[src/rtl/vlc_bit_reader.sv]
// Variable-length bit extractor: packs 16-bit words into a 32-bit left-aligned buffer
// and returns 1..16-bit codewords on request. Define VLC_BIT_READER_PEEK_EN to add peek_bits.
module vlc_bit_reader #(
  parameter int unsigned IN_W    = 16,
  parameter int unsigned MAX_LEN = 16
) (
  input  logic            clk,
  input  logic            rst_n,
  input  logic            flush,
  input  logic [IN_W-1:0] in_data,
  input  logic            in_valid,
  output logic            in_ready,
  input  logic [4:0]      req_len,
  input  logic            req_valid,
  output logic            req_ready,
  output logic [IN_W-1:0] out_bits,
  output logic [4:0]      out_len,
  output logic            out_valid,
  input  logic            out_ready,
  output logic [5:0]      fill_level,
  output logic            err
`ifdef VLC_BIT_READER_PEEK_EN
  ,
  output logic [IN_W-1:0] peek_bits
`endif
);

  localparam int unsigned BUF_W  = 2 * IN_W;
  localparam int unsigned LEN_W  = 5;
  localparam int unsigned FILL_W = 6;

  logic [BUF_W-1:0]  buf_q, buf_d;
  logic [FILL_W-1:0] fill_q, fill_d;
  logic [IN_W-1:0]   out_bits_q, out_bits_d;
  logic [LEN_W-1:0]  out_len_q, out_len_d;
  logic              out_valid_q, out_valid_d;
  logic              err_q, err_d;

  logic              req_legal;
  logic              in_acc;
  logic              req_acc;
  logic [LEN_W-1:0]  cons;
  logic [BUF_W-1:0]  rem;
  logic [FILL_W-1:0] fill_rem;

  // Handshakes, buffer consume/append and result capture.
  always_comb begin
    req_legal = (req_len != '0) && ({1'b0, req_len} <= FILL_W'(MAX_LEN));
    in_ready  = (fill_q <= FILL_W'(IN_W)) && !flush;
    // Illegal lengths bypass the fill check so they can always be reported.
    req_ready = (!out_valid_q || out_ready) && !flush &&
                (!req_legal || (fill_q >= {1'b0, req_len}));
    in_acc    = in_valid && in_ready;
    req_acc   = req_valid && req_ready;

    cons      = (req_acc && req_legal) ? req_len : '0;
    rem       = buf_q << cons;
    fill_rem  = fill_q - {1'b0, cons};

    buf_d       = rem;
    fill_d      = fill_rem;
    out_bits_d  = out_bits_q;
    out_len_d   = out_len_q;
    out_valid_d = out_valid_q;
    err_d       = err_q;

    if (in_acc) begin
      buf_d  = rem | ({in_data, {IN_W{1'b0}}} >> fill_rem);
      fill_d = fill_rem + FILL_W'(IN_W);
    end

    if (flush) begin
      buf_d  = '0;
      fill_d = '0;
    end

    if (req_acc) begin
      out_valid_d = 1'b1;
      if (req_legal) begin
        out_bits_d = IN_W'(buf_q >> (FILL_W'(BUF_W) - {1'b0, req_len}));
        out_len_d  = req_len;
      end else begin
        out_bits_d = '0;
        out_len_d  = '0;
        err_d      = 1'b1;
      end
    end else if (out_ready) begin
      out_valid_d = 1'b0;
    end
  end

  always_ff @(posedge clk or negedge rst_n) begin
    if (!rst_n) begin
      buf_q       <= '0;
      fill_q      <= '0;
      out_bits_q  <= '0;
      out_len_q   <= '0;
      out_valid_q <= 1'b0;
      err_q       <= 1'b0;
    end else begin
      buf_q       <= buf_d;
      fill_q      <= fill_d;
      out_bits_q  <= out_bits_d;
      out_len_q   <= out_len_d;
      out_valid_q <= out_valid_d;
      err_q       <= err_d;
    end
  end

  assign out_bits   = out_bits_q;
  assign out_len    = out_len_q;
  assign out_valid  = out_valid_q;
  assign fill_level = fill_q;
  assign err        = err_q;

`ifdef VLC_BIT_READER_PEEK_EN
  // Bits below fill_level are always zero, so the top half needs no masking.
  assign peek_bits = buf_q[BUF_W-1 -: IN_W];
`endif

endmodule
[config.mk]
export PLATFORM = sky130hd
export DESIGN_NAME = vlc_bit_reader
export DESIGN_NICKNAME = d
export VERILOG_FILES = /design/src/rtl/vlc_bit_reader.sv
export SDC_FILE = /design/constraint.sdc
export NUM_CORES = 1
export LEC_CHECK = 0
export BUFFER_PORTS_ARGS = -buffer_cell sky130_fd_sc_hd__buf_2
export CORE_MARGIN = 2
export CORE_UTILIZATION = 56
export DETAILED_ROUTE_END_ITERATION = 10
export PLACE_DENSITY = 0.78
export RECOVER_POWER = 50
export SLEW_MARGIN = 5
export SYNTH_ARGS = -nofsm -noshare
export SYNTH_HDL_FRONTEND = slang
export SYNTH_SLANG_ARGS = --single-unit
export TNS_END_PERCENT = 1
[constraint.sdc]
create_clock -name clk -period 4.3 [get_ports clk]
set_clock_uncertainty 0.15 [all_clocks]
set_input_delay 0.86 -clock clk [delete_from_list [all_inputs] [get_ports clk]]
set_output_delay 0.86 -clock clk [all_outputs]
set_load 0.02 [all_outputs]
==> impl_metrics.toml <==
[run_status]
status = "finished with violations"
violations = "max-capacitance violations, max-slew violations, negative setup slack"

[floorplan]
io_pins = 58
num_rows = 40
die_h_um = 115.2
start_util_pct = 57.39
core_area_um2 = 12060
dieArea_um2 = 13270
fp.dieW_um = 115.2

[hold_path]
hold_class = "reg2reg"

[clocking]
cts_buffer_depth = 2
cts_sinks = 61
ctsRootBufferMaster = "clkbuf_16"
numCtsBuffers = 9
clock_latency_ns = 0.36
cts_hold_buf = 0
cts_tree = "yes"
clkTransAtPathRegs_ns = 0.06
htree_levels = 3

[grt]
overflow = 0
grt_pass1_vias = 7207
grt_antenna_before_repair = 0
grtUsageTotal_pct = 37.77
grt_max_degree = 48
grt_pass1_wl_mm = 38.37

[yosys]
synth_flop_cell = "dfrtp_1"
synth_area_um2 = 6922
synthTopCellsByArea = "dfrtp_1, mux2i_1, nand2_1"
netlist.area_leader.share_pct = 22.05
synthDistinctLibCells = 74
syn_avg_cell_area_um2 = 7.674
synth_top_cell_by_area = "dfrtp_1"
ys_warn_count = 0
async_flop_share_pct = 100.0
ys_seq_elements = 61
synth_seq_area_share_pct = 22.05
syn_nets = 943
postSynthCellCount = 902
synth_edf_count = 0

[layout]
drive_above_1_share_pct = 27.86
antenna_cells = 0
final_net_count = 1066
final_cell_mix = "nand2_1, buf_4, nor2_1"
syn_to_final_growth_pct = 25.29
layout_commonest_cell = "nand2_1"

[setup_path]
crit_fanout = 5
crit_path_end_kind = "register"
critPathRequiredTime_ns = 4.36
critPathKind = "in2reg"
worstPathArrival_ns = 4.36
critPathLaunchType = "input port"

[sta]
clock.fmax_mhz = 232.4
tns_ns = -0.002057
slew_viol_final = 46
hold-worst-slack_ns = 0.3225
maxSlewHeadroom_pct = -76.89
rsz0062_at_grt = "true"
fin_crit_sh_pct = 100.0
finalWorstSetupSlack_ns = -0.002057
setup_viol = 1
tightest_slew_ns = 2.653
hold_viol = 0
finalCriticalPeriod_ns = 4.302

[placement]
dp_hpwl_mm = 18.74
io_buffers = 57
routabilityCongestion = 0.9812

[detailed_routing]
drc = 0
via_per_inst = 6.608
detail-route-antenna-nets = 0
detail_route.wirelength_mm = 25.24
first_pass_iters = 6
wl_per_cell_um = 21.07
drtIter0Drc = 1033
vias = 7916

[power_and_ir_drop]
pwr_density_cell_nw_per_um2 = 488.2
leakagePower_nw = 3.849
irDropWorstVdd_v = 0.0003771

[run]
cap_viol_max_count = 1
## power by group
part | switching, mW | internal, mW | leakage (nW)
combinational | 1.38 | 1.10 | 2.87
sequential | 0.237 | 0.704 | 0.825
clock | 0.302 | 0.510 | 0.156
total | 1.92 | 2.32 | 3.85
## through the flow
step / setup WS [ns] / std cells / instance area (µm²) / total power [mW] / utilization (%)
after global routing: -0.09166 / 1198 / 8672 / 4.475 / 71.90
final: -0.002057 / 1198 / 8672 / 4.234 / 71.90
after detailed placement: -0.4060 / 1169 / 8138 / 3.244 / 67.47
after CTS: -0.0001674 / 1185 / 8468 / 4.069 / 70.21
after global placement: -0.3227 / 1169 / 8138 / 3.207 / 67.47
after floorplan: -0.3684 / 902 / 7104 / 2.395 / -
## per-layer routing
metal | GRT usage, % | vias up | part of all wire [%]
met2 | 58.78 | 533 | 45
met4 | 17.75 | 0 | 5.2
met3 | 10.54 | 120 | 11
met1 | 48.76 | 3683 | 38
li1 | - | 3580 | -
met5 | 0 | - | 0
## registers in the layout, summed over array words and instances (netlist names)
signal and cells:
buf_q 32, out_bits 16, fill_level 6, out_len 5
err 1, out_valid 1
## final cells by class
class                      count  area (µm²)
clock buffer                   9       225.2
fill                         976        3390
inverter                      19       81.33
clock inverter                 7       98.84
tap                          168       210.2
timing repair buffer         184        1265
sequential                    61        1526
multi-input combinational    750        5265
## logic make-up after synthesis
| family | share of synthesized area [%] |
|---|---|
| xor gates and xnor gates | 1.265 |
| and+or+nand+nor | 20.86 |
| muxes | 21.87 |
| AOI/OAI and AO/OA | 25.63 |
| adders and majority gates | 2.639 |
| buffers and inverters | 5.676 |
| DFF | 22.05 |
## Yosys cell counts, drive strengths merged, types with 6 or more instances
cell,count
nor2,101
buf,34
and2,7
o22ai,10
and3,6
a21oi,73
ha,13
mux2,26
mux2i,83
o221ai,6
nor2b,8
nor3,29
nand2,128
a32oi,8
clkbuf,38
o211ai,10
a211o,6
a211oi,16
a22oi,12
inv,17
or3,7
nand2b,8
mux4,17
dfrtp,61
a31oi,19
o21ai,72
nand3,16
## final timing paths
kind | cells after the start | slack [ns] | from | to
worst max-delay path | 22 | -0.002 | req_len[0] | buf_q[30]
worst min-delay path | 2 | 0.32 | out_len[0] | out_len[0]
worst max register to register | 18 | 0.31 | fill_level[3] | buf_q[30]
worst min register to register | 2 | 0.32 | out_len[0] | out_len[0]
max in group asynchronous | 2 | 1.05 | rst_n | out_len[0]
min in group asynchronous | 1 | 1.20 | rst_n | out_len[3]
## worst max-delay path: stages
cell       delay, ns
buf_2           0.11
inv_4           0.04
ha_4            0.15
and3_4          0.18
ha_4            0.24
nor2b_4         0.14
nand2_4         0.07
or3_4           0.36
nor2_4          0.14
inv_2           0.07
ha_4            0.21
buf_4           0.15
nor2b_1         0.13
o21ai_1         0.15
nand2b_1        0.14
xnor2_2         0.16
buf_4           0.15
and2_4          0.16
nand2b_4        0.08
nor2_4          0.13
nor4_1          0.08
a2111oi_1       0.44
## timing repair
action                     in CTS  in global routing
setup endpoints to repair       6                 32
buffers inserted                0                 13
pin swaps                       1                 17
resized for setup               2                 30
(Power assumes the default switching activity.)
